File: config.mk
export PLATFORM = sky130hd
export DESIGN_NAME = bsg_manycore_cache_link_responder
export DESIGN_NICKNAME = d
export VERILOG_FILES = /design/src/rtl/bsg_manycore_cache_link_responder.sv
export SDC_FILE = /design/constraint.sdc
export NUM_CORES = 1
export LEC_CHECK = 0
export CAP_MARGIN = 20
export CELL_PAD_IN_SITES_DETAIL_PLACEMENT = 1
export CELL_PAD_IN_SITES_GLOBAL_PLACEMENT = 2
export CORE_ASPECT_RATIO = 1.2
export CORE_MARGIN = 2
export CORE_UTILIZATION = 23
export DETAILED_ROUTE_END_ITERATION = 12
export PLACE_DENSITY = 0.93
export SLEW_MARGIN = 0
export SYNTH_ARGS = -nofsm -noshare
export SYNTH_HDL_FRONTEND = slang
export SYNTH_SLANG_ARGS = --single-unit
File: constraint.sdc
create_clock -name clk_i -period 4.9 [get_ports clk_i]
set_input_delay 0.49 -clock clk_i [delete_from_list [all_inputs] [get_ports clk_i]]
set_output_delay 0.49 -clock clk_i [all_outputs]
set_load 0.02 [all_outputs]
File: src/rtl/bsg_manycore_cache_link_responder.sv
// rtl/bsg_manycore_cache_link_responder.sv - single-outstanding load/store responder for one cache link
module bsg_manycore_cache_link_responder #(
  parameter int addr_width_p     = 28,
  parameter int data_width_p     = 32,
  parameter int x_cord_width_p   = 4,
  parameter int y_cord_width_p   = 4,
  parameter int load_id_width_p  = 12,
  parameter int mem_addr_width_p = 20,
  parameter logic [data_width_p-1:0] oor_data_p = 32'hDEAD_BEEF
) (
  input  logic                         clk_i,
  input  logic                         reset_n_i,
  input  logic                         req_v_i,
  input  logic                         req_w_i,
  input  logic [addr_width_p-1:0]      req_addr_i,
  input  logic [data_width_p-1:0]      req_data_i,
  input  logic [data_width_p/8-1:0]    req_mask_i,
  input  logic [x_cord_width_p-1:0]    req_src_x_i,
  input  logic [y_cord_width_p-1:0]    req_src_y_i,
  input  logic [load_id_width_p-1:0]   req_load_id_i,
  output logic                         req_yumi_o,
  output logic                         resp_v_o,
  output logic                         resp_w_o,
  output logic [data_width_p-1:0]      resp_data_o,
  output logic [x_cord_width_p-1:0]    resp_dst_x_o,
  output logic [y_cord_width_p-1:0]    resp_dst_y_o,
  output logic [load_id_width_p-1:0]   resp_load_id_o,
  input  logic                         resp_ready_i,
  output logic                         mem_v_o,
  output logic                         mem_w_o,
  output logic [mem_addr_width_p-1:0]  mem_addr_o,
  output logic [data_width_p-1:0]      mem_data_o,
  output logic [data_width_p/8-1:0]    mem_mask_o,
  input  logic                         mem_ready_i,
  input  logic                         mem_data_v_i,
  input  logic [data_width_p-1:0]      mem_data_i
);

  typedef enum logic [1:0] {
    IDLE     = 2'd0,
    MEM_REQ  = 2'd1,
    MEM_WAIT = 2'd2,
    RESP     = 2'd3
  } state_e;

  state_e                        r_state;
  state_e                        w_state_next;
  logic                          w_yumi;
  logic                          w_oor;
  logic                          w_capture_req;
  logic                          w_capture_mem;

  logic                          r_w;
  logic [mem_addr_width_p-1:0]   r_addr;
  logic [data_width_p-1:0]       r_data;
  logic [data_width_p/8-1:0]     r_mask;
  logic [x_cord_width_p-1:0]     r_src_x;
  logic [y_cord_width_p-1:0]     r_src_y;
  logic [load_id_width_p-1:0]    r_load_id;
  logic [data_width_p-1:0]       r_resp_data;

  // Any address bit above the backing memory makes the request out of range.
  assign w_oor = (req_addr_i >> mem_addr_width_p) != '0;

  always_ff @(posedge clk_i or negedge reset_n_i) begin
    if (!reset_n_i) begin
      r_state <= IDLE;
    end else begin
      r_state <= w_state_next;
    end
  end

  always_comb begin
    w_state_next  = r_state;
    w_yumi        = 1'b0;
    w_capture_req = 1'b0;
    w_capture_mem = 1'b0;
    resp_v_o      = 1'b0;
    mem_v_o       = 1'b0;
    case (r_state)
      IDLE: begin
        w_yumi = req_v_i & reset_n_i;
        if (w_yumi) begin
          w_capture_req = 1'b1;
          w_state_next  = w_oor ? RESP : MEM_REQ;
        end
      end
      MEM_REQ: begin
        mem_v_o = 1'b1;
        if (mem_ready_i) begin
          if (r_w) begin
            w_state_next = RESP;
          end else if (mem_data_v_i) begin
            // Zero-latency memory: read data arrives with the accept.
            w_capture_mem = 1'b1;
            w_state_next  = RESP;
          end else begin
            w_state_next = MEM_WAIT;
          end
        end
      end
      MEM_WAIT: begin
        if (mem_data_v_i) begin
          w_capture_mem = 1'b1;
          w_state_next  = RESP;
        end
      end
      RESP: begin
        resp_v_o = 1'b1;
        if (resp_ready_i) begin
          w_state_next = IDLE;
        end
      end
      default: begin
        w_state_next = IDLE;
      end
    endcase
  end

  always_ff @(posedge clk_i or negedge reset_n_i) begin
    if (!reset_n_i) begin
      r_w         <= 1'b0;
      r_addr      <= '0;
      r_data      <= '0;
      r_mask      <= '0;
      r_src_x     <= '0;
      r_src_y     <= '0;
      r_load_id   <= '0;
      r_resp_data <= '0;
    end else if (w_capture_req) begin
      r_w         <= req_w_i;
      r_addr      <= req_addr_i[mem_addr_width_p-1:0];
      r_data      <= req_data_i;
      r_mask      <= req_mask_i;
      r_src_x     <= req_src_x_i;
      r_src_y     <= req_src_y_i;
      r_load_id   <= req_load_id_i;
      // Store acks carry zero; an out-of-range load is answered here and never visits memory.
      r_resp_data <= (w_oor && !req_w_i) ? oor_data_p : '0;
    end else if (w_capture_mem) begin
      r_resp_data <= mem_data_i;
    end
  end

  assign req_yumi_o     = w_yumi;
  assign resp_w_o       = r_w;
  assign resp_data_o    = r_resp_data;
  assign resp_dst_x_o   = r_src_x;
  assign resp_dst_y_o   = r_src_y;
  assign resp_load_id_o = r_load_id;
  assign mem_w_o        = r_w;
  assign mem_addr_o     = r_addr;
  assign mem_data_o     = r_data;
  assign mem_mask_o     = r_mask;

`ifndef SYNTHESIS
  a_no_data_in_idle: assert property (@(posedge clk_i) disable iff (!reset_n_i)
    !(r_state == IDLE && mem_data_v_i));
`endif

endmodule

==> results_dict.tcl <==
set metrics [dict create \
    status "completed" \
    arrival_ps 2610 \
    io_buffers 235 \
    placed_cells 955 \
    design_area_um2 7325 \
    crit_fanout 55 \
    hold_violations 0 \
    antenna_found_initial 0 \
    finalWirelength_um 15110 \
    synth_flop_cell "dfrtp_1" \
    grt_max_degree 60 \
    worst-r2r-cell-count 7 \
    synth-seq-cells 111 \
    p_leak_nw 3.328 \
    skew_ps 11.33 \
    post-cts-setup-buffer-count 0 \
    routedWlPerCell_um 15.56 \
    layout_min_cycle_time_ps 3097 \
    cts.sinks 111 \
    ir_drop_mv 0.2059 \
    crit_chain "buf_4 > nand3_4 > clkinv_2 > clkdlybuf4s50_1" \
    ant_nets 0 \
    clkLatencyLatePin_ps 350 \
    syn_area_um2 4482 \
    hold_ws_ps 180.4 \
    final.period_utilization_pct 63.20 \
    worst_pin_slew_ps 909.8 \
    intPower_w 0.002770 \
    power_frac_seq_pct 34.3 \
    synth_edf_count 0 \
    postPlaceCellArea_um2 7052 \
    cts_resized 0 \
    cts_tree "yes" \
    grt_pass1_vias 4311 \
    hold_path.class "input port to async pin" \
    synth_area_leaders "dfrtp_1 (62%), nand2_1 (20%), a21oi_1 (5.4%), nor3_1 (2.7%), clkbuf_1 (2.3%)" \
    fp-row-count 55 \
    r2r_end "resp_data_o[5]" \
    grt_use_total_pct 14.66 \
    swShare_pct 40.04 \
    setup_viol_count_final 0 \
    register_area_um2 2778 \
    syn_to_final_growth_pct 63.43 \
    start_util_pct 23.60 \
    worstPathBufferInverterCount 3 \
    critical_path.max_stage_delay_ps 660 \
    setup_tns_ps 0 \
    p_per_area_nw_per_um2 630.7 \
    synthDominantCellAreaShare_pct 61.98 \
    dieArea_um2 20620 \
    comb_power_share_pct 50.6 \
    fmax_ghz 0.3229 \
    clockBufferDepth 2 \
    fillers 2199 \
    die_width_um 131.4 \
    yosys.cell_types.count 25 \
    multi_input_area_um2 1546 \
    viasPerCell 4.219 \
    ctsRootBufferMaster "clkbuf_16" \
    rsz0062_at_grt "false" \
    gp_congestion 0.7382 \
    regToRegStartpoint "r_state[0]" \
    fin_nets 838 \
    core_um2 18990 \
    p_total_w 0.004620 \
    worst-setup-path-type "input port to output pin" \
    yosysWarnings 0 \
    r2r_slack_ps 2210 \
    grt_pass1_wl_um 23940 \
    switchingPower_w 0.001850 \
    hpwl_um 10810 \
    grt_overflow 0 \
    drcViolationCount 0 \
    die_h_um 156.9 \
    postCtsHoldBufs 0 \
    syn_inst 491 \
    route.vias.total 4097 \
    cp_top_family "buffers and inverters" \
    synthArstFlopShare_pct 100.0 \
    worst_ep_required_time_ps 4410 \
    antenna_cells 0 \
    htree_levels 3 \
    worst_setup_path_end_kind "output pin" \
    clkTransAtPathRegs_ps 80 \
    layout-drive-gt1-share_pct 3.636 \
    clkPwrFrac_pct 15.1 \
    finalMaxSlewViolations 0 \
    dr.pass1.iters 4 \
    drt_iter0_markers 163 \
    synth_area_per_cell_um2 9.128 \
    finalNonFillerCells 971 \
    crit_slowest_cell "clkdlybuf4s50_1" \
    cp-start-kind "input port" \
    drv_cap 0 \
    syn_nets 619 \
    io_pins 236 \
    ys_seq_area_share_pct 61.98 \
    yosys.area.top_type "dfrtp_1" \
    slew_headroom_pct 39.35 \
    numCtsBuffers 9 \
]
## placed cells by master, fill, tap and decap left out
master,synthesis,routed
nand3_4,0,1
o21ai_1,1,1
clkbuf_16,0,9
nand3_1,2,1
o21a_1,1,1
o31ai_1,2,2
a21oi_1,48,48
nor4_1,2,2
o21ai_0,1,1
inv_1,2,2
and3b_1,1,1
buf_4,1,7
nor3_1,24,24
nand2_1,233,233
mux2i_1,8,8
clkinvlp_4,0,2
inv_6,0,2
clkdlybuf4s50_1,0,234
dfrtp_1,111,111
or2_1,1,1
clkinv_2,0,4
a2111o_1,1,1
nor2b_1,3,3
nor2_1,9,9
o211a_1,1,1
ha_1,5,5
a211oi_2,1,1
## through the flow
stage | worst slack, ps | util, %
after global placement | 1618 | 37.13
after global routing | 1494 | 38.56
after CTS | 1667 | 38.56
after floorplan | 2861 | -
final | 1803 | 38.56
after detailed placement | 1566 | 37.13
## Yosys cell counts, types with 2 or more instances
cell type and number:
nor3_1 24, a21oi_1 48, nor2b_1 3, nand2_1 233
nor2_1 9, o31ai_1 2, dfrtp_1 111, mux2i_1 8
inv_1 2, nand3_1 2, nor4_1 2, clkbuf_1 27
buf_6 4, ha_1 5
## worst max-delay path by stage
stage          startpoint              to  slack, ps  depth (start not counted)
6_report        reset_n_i      req_yumi_o       1800                          4
5_1_grt         reset_n_i      req_yumi_o       1490                          4
4_1_cts         reset_n_i      req_yumi_o       1670                          4
3_5_place_dp    reset_n_i  resp_data_o[5]       1570                          6
3_3_place_gp    reset_n_i  resp_data_o[6]       1620                          6
2_1_floorplan  r_state[0]      req_yumi_o       2860                          6
## layer usage
layer  track usage (%)  vias up  routed length, um
met5                 0        -                  0
met4             4.969        0                252
met3             4.187       14               1028
met2             25.28      138               7584
met1             17.66     1957               6239
li1                  -     1988                  -
## flip-flops by register name, summed over array words and instances, names as in the netlist, 2 cells and up
signal / cells
mem_data_o: 32
resp_data_o: 32
mem_addr_o: 20
resp_load_id_o: 12
mem_mask_o: 4
resp_dst_x_o: 4
resp_dst_y_o: 4
r_state: 2
## cell families after synthesis
logic type	Yosys count	share of synthesized area, %
buffers and inverters	36	3.797
adder cells (fa/ha/maj)	5	1.396
multiplexers	8	1.787
AO/OA/AOI/OAI	56	6.839
flip-flops	111	61.98
AND/OR/NAND/NOR	275	24.20
## layout make-up
type / count / area share (%)
Inverter: 3 / 0.1708
Tap cell: 256 / 4.373
Multi-Input combinational cell: 344 / 21.11
Sequential cell: 111 / 37.92
Timing Repair Buffer: 241 / 32.70
Clock buffer: 9 / 3.075
Clock inverter: 7 / 0.6491
## power by group through the flow
stage	Combinational, W	Sequential [W]	Clock [W]
6_report	0.00234	0.00159	0.000696
3_5_place_dp	0.00237	0.00160	0
3_3_place_gp	0.00233	0.00159	0
5_1_grt	0.00253	0.00165	0.000760
4_1_cts	0.00238	0.00159	0.000731
2_1_floorplan	0.000666	0.00210	0
(Power assumes the default switching activity.)
